**config.mk**
```make
export PLATFORM = sky130hd
export DESIGN_NAME = top_xor_exec_flat
export DESIGN_NICKNAME = d
export VERILOG_FILES = /design/src/rtl/top_xor_exec_if.sv /design/src/rtl/top_xor_exec.sv /design/src/flat_wrapper.sv
export SDC_FILE = /design/constraint.sdc
export NUM_CORES = 1
export LEC_CHECK = 0
export CAP_MARGIN = 25
export CORE_MARGIN = 1
export CORE_UTILIZATION = 45
export CTS_BUF_LIST = sky130_fd_sc_hd__clkbuf_8
export DETAILED_ROUTE_END_ITERATION = 16
export SLEW_MARGIN = 20
export SYNTH_ARGS = -nofsm -noshare
export SYNTH_HDL_FRONTEND = slang
export SYNTH_SLANG_ARGS = --single-unit
```
**constraint.sdc**
```tcl
create_clock -name clk -period 3.35 [get_ports clk]
set_input_delay 0.67 -clock clk [delete_from_list [all_inputs] [get_ports clk]]
set_output_delay 0.67 -clock clk [all_outputs]
set_load 0.005 [all_outputs]
```
**src/rtl/top_xor_exec_if.sv**
```systemverilog
// Producer/consumer bus of the XOR execution engine: input FIFO push side and output FIFO pop side.
// master = producer/consumer (drives push, data, pop); slave = engine (drives full/ready status and result).
// No storage here; all timing belongs to the engine.
interface top_xor_exec_if #(
    parameter int DW = 8
);
    logic          ififo_push;
    logic [DW-1:0] idata;
    logic          ififo_not_full;
    logic          ofifo_pop;
    logic          ofifo_rdy;
    logic [DW-1:0] odata;

    modport master (
        output ififo_push, idata, ofifo_pop,
        input  ififo_not_full, ofifo_rdy, odata
    );

    modport slave (
        input  ififo_push, idata, ofifo_pop,
        output ififo_not_full, ofifo_rdy, odata
    );
endinterface

```
**src/rtl/top_xor_exec.sv**
```systemverilog
// Byte-stream XOR engine: parses header+payload packets from an input FIFO, writes the payload XOR per packet to an output FIFO.
// Latency: header written at edge t0, payload back-to-back at t1..tL -> result at FIFO head after edge t(L+2).
// Backpressure: pushes dropped while input FIFO full; FSM stalls in WR while output FIFO full. Macro XOREXEC_PWR_ISO_EN adds pwr_on reset/isolation.
module top_xor_exec #(
    parameter int DW          = 8,
    parameter int IFIFO_DEPTH = 16,
    parameter int OFIFO_DEPTH = 8
) (
    input logic           clk,
    input logic           rst,
    input logic           pwr_on,
    top_xor_exec_if.slave bus
);
    localparam int IAW = $clog2(IFIFO_DEPTH);
    localparam int OAW = $clog2(OFIFO_DEPTH);
    localparam int ICW = IAW + 1;
    localparam int OCW = OAW + 1;
    localparam logic [ICW-1:0] IFULL = ICW'(IFIFO_DEPTH);
    localparam logic [OCW-1:0] OFULL = OCW'(OFIFO_DEPTH);

    typedef enum logic [1:0] {
        HDR = 2'd0,
        PAY = 2'd1,
        WR  = 2'd2
    } state_t;

    // clr wipes every piece of state; pwr_ok gates the outputs (isolation clamp)
    logic clr;
    logic pwr_ok;
`ifdef XOREXEC_PWR_ISO_EN
    assign clr    = rst | ~pwr_on;
    assign pwr_ok = pwr_on;
`else
    logic unused_pwr;
    assign clr        = rst;
    assign pwr_ok     = 1'b1;
    assign unused_pwr = pwr_on;
`endif

    // ---------------- input FIFO ----------------
    logic [DW-1:0]  imem [IFIFO_DEPTH];
    logic [IAW-1:0] iwr_ptr;
    logic [IAW-1:0] ird_ptr;
    logic [ICW-1:0] icount;
    logic           ipush_ok;
    logic           ipop;
    logic [DW-1:0]  ibyte;

    // fullness is judged on the current count, so a push while full is lost even if the FSM pops this cycle
    assign ipush_ok = bus.ififo_push && (icount < IFULL);
    assign ibyte    = imem[ird_ptr];

    // input storage array, no reset needed since reads are gated by the count
    always_ff @(posedge clk) begin
        if (!clr && ipush_ok) begin
            imem[iwr_ptr] <= bus.idata;
        end
    end

    // input FIFO pointers and occupancy
    always_ff @(posedge clk) begin
        if (clr) begin
            iwr_ptr <= '0;
            ird_ptr <= '0;
            icount  <= '0;
        end else begin
            if (ipush_ok) begin
                iwr_ptr <= iwr_ptr + IAW'(1);
            end
            if (ipop) begin
                ird_ptr <= ird_ptr + IAW'(1);
            end
            icount <= icount + ICW'(ipush_ok) - ICW'(ipop);
        end
    end

    // ---------------- parser FSM ----------------
    state_t        state;
    logic [2:0]    remaining;
    logic [DW-1:0] acc;
    logic [2:0]    hdr_len;
    logic          owr;
    logic [OCW-1:0] ocount;

    // negative/garbage headers (top bit set) carry no payload; bits 6:3 are don't-care
    assign hdr_len = ibyte[DW-1] ? 3'd0 : ibyte[2:0];
    assign ipop    = (state != WR) && (icount != '0);
    assign owr     = (state == WR) && (ocount < OFULL);

    // header decode, payload accumulation and result hand-off to the output FIFO
    always_ff @(posedge clk) begin
        if (clr) begin
            state     <= HDR;
            remaining <= '0;
            acc       <= '0;
        end else begin
            case (state)
                HDR: begin
                    if (ipop) begin
                        acc       <= '0;
                        remaining <= hdr_len;
                        state     <= (hdr_len != 3'd0) ? PAY : WR;
                    end
                end
                PAY: begin
                    if (ipop) begin
                        acc       <= acc ^ ibyte;
                        remaining <= remaining - 3'd1;
                        if (remaining == 3'd1) begin
                            state <= WR;
                        end
                    end
                end
                WR: begin
                    if (owr) begin
                        state <= HDR;
                    end
                end
                default: state <= HDR;
            endcase
        end
    end

    // ---------------- output FIFO ----------------
    logic [DW-1:0]  omem [OFIFO_DEPTH];
    logic [OAW-1:0] owr_ptr;
    logic [OAW-1:0] ord_ptr;
    logic           opop;

    // pop on empty is ignored so the consumer may overrun by a cycle safely
    assign opop = bus.ofifo_pop && (ocount != '0);

    // output storage array
    always_ff @(posedge clk) begin
        if (!clr && owr) begin
            omem[owr_ptr] <= acc;
        end
    end

    // output FIFO pointers and occupancy; simultaneous write and pop leaves the count unchanged
    always_ff @(posedge clk) begin
        if (clr) begin
            owr_ptr <= '0;
            ord_ptr <= '0;
            ocount  <= '0;
        end else begin
            if (owr) begin
                owr_ptr <= owr_ptr + OAW'(1);
            end
            if (opop) begin
                ord_ptr <= ord_ptr + OAW'(1);
            end
            ocount <= ocount + OCW'(owr) - OCW'(opop);
        end
    end

    // status and first-word-fall-through data, all clamped to 0 when the domain is isolated
    assign bus.ififo_not_full = pwr_ok && (icount < IFULL);
    assign bus.ofifo_rdy      = pwr_ok && (ocount != '0);
    assign bus.odata          = (pwr_ok && (ocount != '0)) ? omem[ord_ptr] : '0;

endmodule

```
**src/flat_wrapper.sv**
```systemverilog
// flat-port wrapper written by rule: the top's interface ports become plain ports
module top_xor_exec_flat 
#(
    parameter int DW          = 8,
    parameter int IFIFO_DEPTH = 16,
    parameter int OFIFO_DEPTH = 8
)
  (clk, rst, pwr_on, bus_ififo_push, bus_idata, bus_ofifo_pop, bus_ififo_not_full, bus_ofifo_rdy, bus_odata);
  top_xor_exec_if #(.DW(DW)) bus_i ();
  input logic clk;
  input logic rst;
  input logic pwr_on;
  input wire logic [$bits(bus_i.ififo_push)-1:0] bus_ififo_push;
  input wire logic [$bits(bus_i.idata)-1:0] bus_idata;
  input wire logic [$bits(bus_i.ofifo_pop)-1:0] bus_ofifo_pop;
  output wire logic [$bits(bus_i.ififo_not_full)-1:0] bus_ififo_not_full;
  output wire logic [$bits(bus_i.ofifo_rdy)-1:0] bus_ofifo_rdy;
  output wire logic [$bits(bus_i.odata)-1:0] bus_odata;
  assign bus_i.ififo_push = bus_ififo_push;
  assign bus_i.idata = bus_idata;
  assign bus_i.ofifo_pop = bus_ofifo_pop;
  assign bus_ififo_not_full = bus_i.ififo_not_full;
  assign bus_ofifo_rdy = bus_i.ofifo_rdy;
  assign bus_odata = bus_i.odata;
  top_xor_exec #(.DW(DW), .IFIFO_DEPTH(IFIFO_DEPTH), .OFIFO_DEPTH(OFIFO_DEPTH)) u_core (.clk(clk), .rst(rst), .pwr_on(pwr_on), .bus(bus_i));
endmodule
```
Word-level counts from Yosys, hierarchy flattened
Memory sizes are Yosys's and may differ from the RTL's. A register that Yosys moved wholly into a read port is not among the register bits. Index checks and enable logic that the tools add are counted.

Register bits after elaboration: 36. RAM bits: 192. Word-level logic and storage cells: 67. Memories kept: 2.

Memories: u_core.imem (words 16, bits a word 8, read ports 1, clocked after Yosys merged registers in 1, write ports 1, RTL line top_xor_exec.sv:41) `logic [DW-1:0] imem [IFIFO_DEPTH];`; u_core.omem (words 8, bits a word 8, read ports 1, clocked after Yosys merged registers in 1, write ports 1, RTL line top_xor_exec.sv:125) `logic [DW-1:0] omem [OFIFO_DEPTH];`.

Add/sub/neg operators: 9. Order comparisons: 2. Equal/unequal tests: 8. Mux-type cells: 22. Bitwise gates (word level): 1. Reduce and logical (&&, ||, !) cells: 14.

Operator list (number): 8-bit 2-to-1 mux (3); 8-bit one-hot mux with 2 select lines (1); 3-bit 2-to-1 mux (5); 2-bit 2-to-1 mux (5); 4-bit by 1-bit adder with 4-bit output, second input constant (2); 4-bit 2-to-1 mux (2); 2-bit by 1-bit != test with 1-bit output, second input constant (4); 8-bit bitwise XOR (1); 3-bit by 1-bit adder with 3-bit output, second input constant (2); 1-bit logical AND (6); 2-bit one-hot mux with 3 select lines (1); 3-bit one-hot mux with 2 select lines (1); 5-bit by 1-bit adder with 5-bit output (1); 5-bit < comparator, second input constant (1); 5-bit nonzero test (1); 5-bit by 1-bit subtractor with 5-bit output (1); 4-bit by 1-bit adder with 4-bit output (1); 4-bit < comparator, second input constant (1); 1-bit 2-to-1 mux (4); 4-bit AND reduction (1); 4-bit nonzero test (1); 4-bit by 1-bit subtractor with 4-bit output (1); 3-bit by 1-bit == test with 1-bit output, second input constant (1); 3-bit AND reduction (1); other kinds (8) (8).

Logic depth before layout (Yosys ltp)
Gate-level depths: netlist of the first run.

Word-level depth: 5. Depth in mapped cells: 14.

Worst setup path after synthesis of the first run
Ideal clock, no wire load.

Path type: reg2reg. From: reg u_core.icount[3]. To: reg u_core.icount[4]. Library setup time: 71 ps. Data arrival time: 2642 ps. Slack: 638 ps. Stages on the path, launching flop included: 13. Buffers on the path: 0. Period minus slack after synthesis: 2712 ps. Cell sequence: dfxtp_1 -> inv_1 -> ha_1 -> nor4b_2 -> a21oi_1 -> ha_1 -> inv_1 -> ha_1 -> fa_1 -> a21oi_1 -> nor2_1 -> or3_1 -> a21oi_1.

Elaborated cells between the ends (all ways): 6. Those cells by class: add/sub (2); order compare (1); reduce/logical (3).

RTL lines: from (decl) (RTL line top_xor_exec.sv:44) `logic [ICW-1:0] icount;`; from (signal assigned) (RTL line top_xor_exec.sv:73) `icount <= icount + ICW'(ipush_ok) - ICW'(ipop);`; 5-bit nonzero test (RTL line top_xor_exec.sv:87) `assign ipop = (state != WR) && (icount != '0);`; 1-bit logical AND (RTL line top_xor_exec.sv:87); via u_core.ipop (RTL line top_xor_exec.sv:46) `logic ipop;`; 5-bit by 1-bit subtractor with 5-bit output (RTL line top_xor_exec.sv:73).

The timed path passes the listed nets, and every way through them passes these cells. A chain may end at the register's enable or synchronous reset.

==> results of run 1 <==
Yosys cell counts, types with 2 or more instances:
master    number
a211oi_1       3
a21o_1         2
a21oi_1       11
a221oi_1       8
a22oi_1        4
a22oi_2        3
and2_1         2
buf_1          2
buf_12         2
buf_2          8
buf_6          3
clkbuf_1      14
dfxtp_1       43
edfxtp_1     192
fa_1           2
ha_1          20
inv_1         22
mux2_1         3
mux2i_1       33
mux4_2        42
nand2_1       19
nand2b_1       4
nand3_1        4
nand3b_1       5
nand4_1        2
nor2_1        71
nor2b_1        5
nor3_1         4
nor4_1         3
o21ai_0        3
o21ai_1        2
o21ai_2        2
o311ai_0       3
or3_1          3
xnor2_1        7
xor2_1         9
registers in the layout, indices dropped and copies added (netlist names), named ones only:
register	flops
u_core.imem	128
u_core.omem	64
u_core.acc	8
u_core.icount	5
u_core.ird_ptr	4
u_core.iwr_ptr	4
u_core.ocount	4
u_core.ord_ptr	3
u_core.owr_ptr	3
u_core.remaining	3
u_core.state	2
kinds of logic (layout without fill, tap and decap cells):
logic type | Yosys count | in the layout | synth area share
multiplexers | 78 | 78 | 0.137
XOR/XNOR | 16 | 16 | 0.0146
flip-flops | 235 | 235 | 0.691
AND/OR/NAND/NOR | 128 | 128 | 0.0612
AO/OA/AOI/OAI | 48 | 48 | 0.0390
adder cells (fa/ha/maj) | 22 | 22 | 0.0303
buffers and inverters | 51 | 137 | 0.0268
stage by stage:
stage | power, mW | hold WS (ps) | instances
after detailed placement | 5.87 | 514 | 871
final | 8.02 | 468 | 939
after CTS | 8.14 | 443 | 939
after floorplan | 5.30 | 485 | 578
after global routing | 8.53 | 470 | 939
after global placement | 5.78 | 510 | 871
report_power, final:
group	leakage, nW	total, mW	internal (mW)	switching [mW]
combinational	1.14	2.24	1.10	1.14
clock	0.410	2.24	1.19	1.05
sequential	2.10	3.54	3.37	0.164
total	3.65	8.02	5.66	2.36
layer usage:
layer  wire length [µm]  share of wire  track usage
met5                  0              0            0
met4                306          0.018       0.0557
met3                631          0.038       0.0306
met2               8600           0.51        0.286
met1               7270           0.43        0.205
path summary, 6_finish.rpt:
| kind | cells past startpoint | startpoint | endpoint |
|---|---|---|---|
| worst max-delay path | 5 | flip-flop | bus_odata[3] |
| worst min-delay path | 2 | rst | u_core.iwr_ptr[1] |
| worst max register to register | 13 | u_core.icount[2] | u_core.icount[4] |
| worst min register to register | 2 | u_core.ird_ptr[3] | flip-flop |
area by class of cell:
type | count | area, µm²
tap | 275 | 344
multi-input combinational | 292 | 2710
inverter | 22 | 82.6
timing repair buffer | 47 | 413
fill | 1745 | 10100
clock inverter | 28 | 146
clock buffer | 40 | 551
sequential | 235 | 6630
==> impl_metrics.toml, run 1 <==
[cts]
postCtsHoldBufs = 0
numCtsBuffers = 39
post_cts_buffers = 0
clkSinkCount = 235
clkLatencyLatePin_ps = 520
cts_resized = 0
cts_max_level = 2
cts_root_buf = "clkbuf_8"
clk_pin_slew_worst_paths_ps = 60
cts_tree = "yes"
cts_max_path_buffers = 3

[floorplanning]
core_area_um2 = 21000
die-area_um2 = 21900
ios = 23
die_h_um = 148
placementRows = 53
start_util = 0.457
die_x_um = 148

[sta]
drv_slew = 0
fmax_mhz = 331
slew_headroom = 0.457
tightest_slew_ps = 811
fin_skew_ps = 22.2
hold_viol = 0
finalSetupTns_ps = 0
setup_ws_ps = 331
min_period_ps = 3020
setup_viol = 0
rsz0062_at_grt = "no"
min_period_over_period = 0.901

[synth]
synth-edff-count = 192
synth_nets = 613
yosysSeqAreaShare = 0.691
syn_area_um2 = 9580
synthFlopType = "edfxtp_1"
syn_area_per_cell_um2 = 16.6
yosys.area.top_type = "edfxtp_1"
yosysWarnings = 0
synthTopCellsByArea = "edfxtp_1 60%, mux4_2 9.9%, dfxtp_1 9.0%"
syn_inst = 578
synth_cell_types = 49
synth-seq-cells = 235
synthArstFlopShare = 0
synth_top_area_frac = 0.602

[job]
drv_cap = 0

[critical_path]
crit_required_ps = 2680
critPathBufInv = 2
endpoint_kind = "output pin"
slowest_delay_ps = 560
cp.arrival_ps = 2350
cpLargestDelayFamily = "buffers and inverters"
cp_cell_sequence = "buf_4 -> mux4_2 -> mux2i_1 -> nor2_1 -> clkdlybuf4s50_1"
crit_type = "flip-flop to output pin"
reg2reg_setup_slack_ps = 610
crit_path_max_fanout = 16
slowest_stage = "mux4_2"
startpoint_type = "flip-flop"

[routing]
drt-total-wl_um = 16800
firstDrtPassIters = 4
postRouteAntennaNets = 0
post_drt_wl_per_cell_um = 17.9
drc = 0
drt_iter0_markers = 290
via_per_inst = 5.22
vias = 4905

[finish]
layout_common_cells = "192 x edfxtp_1, 71 x nor2_1, 42 x mux4_2, 42 x dfxtp_1, 40 x clkbuf_8"
nNetsFinal = 672
diodes = 0
final_common_cell = "edfxtp_1"
final_area_um2 = 10900
drive_gt1_frac = 0.196
syn_to_final_growth_pct = 13.4
finalCoreUtilization = 0.519

[power_and_ir_drop]
cellLeakagePower_nw = 3.65
p_per_area_nw_per_um2 = 738
ir_drop_mv = 0.353

[global_route]
grtUsageTotal = 0.164
grt_pass1_vias = 5175
antenna_found_initial = 0
grt_pass1_wl_um = 27400
grt_max_degree = 44
grt_overflow = 0

[placed_design]
io_buffers = 21
post_dp_cell_area_um2 = 10200
dp_hpwl_um = 10900
pre_cts_ws_ps = 586
gp_congestion = 0.727

[run_status]
status = "completed"

[min_path]
hold_class = "primary input to flip-flop"
(Power assumes the default switching activity.)
==> run 2, diff against run 1 <==
Settings changed: CAP_MARGIN 25 to default.
==> results of run 2 <==
Final layout, timing and power as in run 1 (identical DEF).
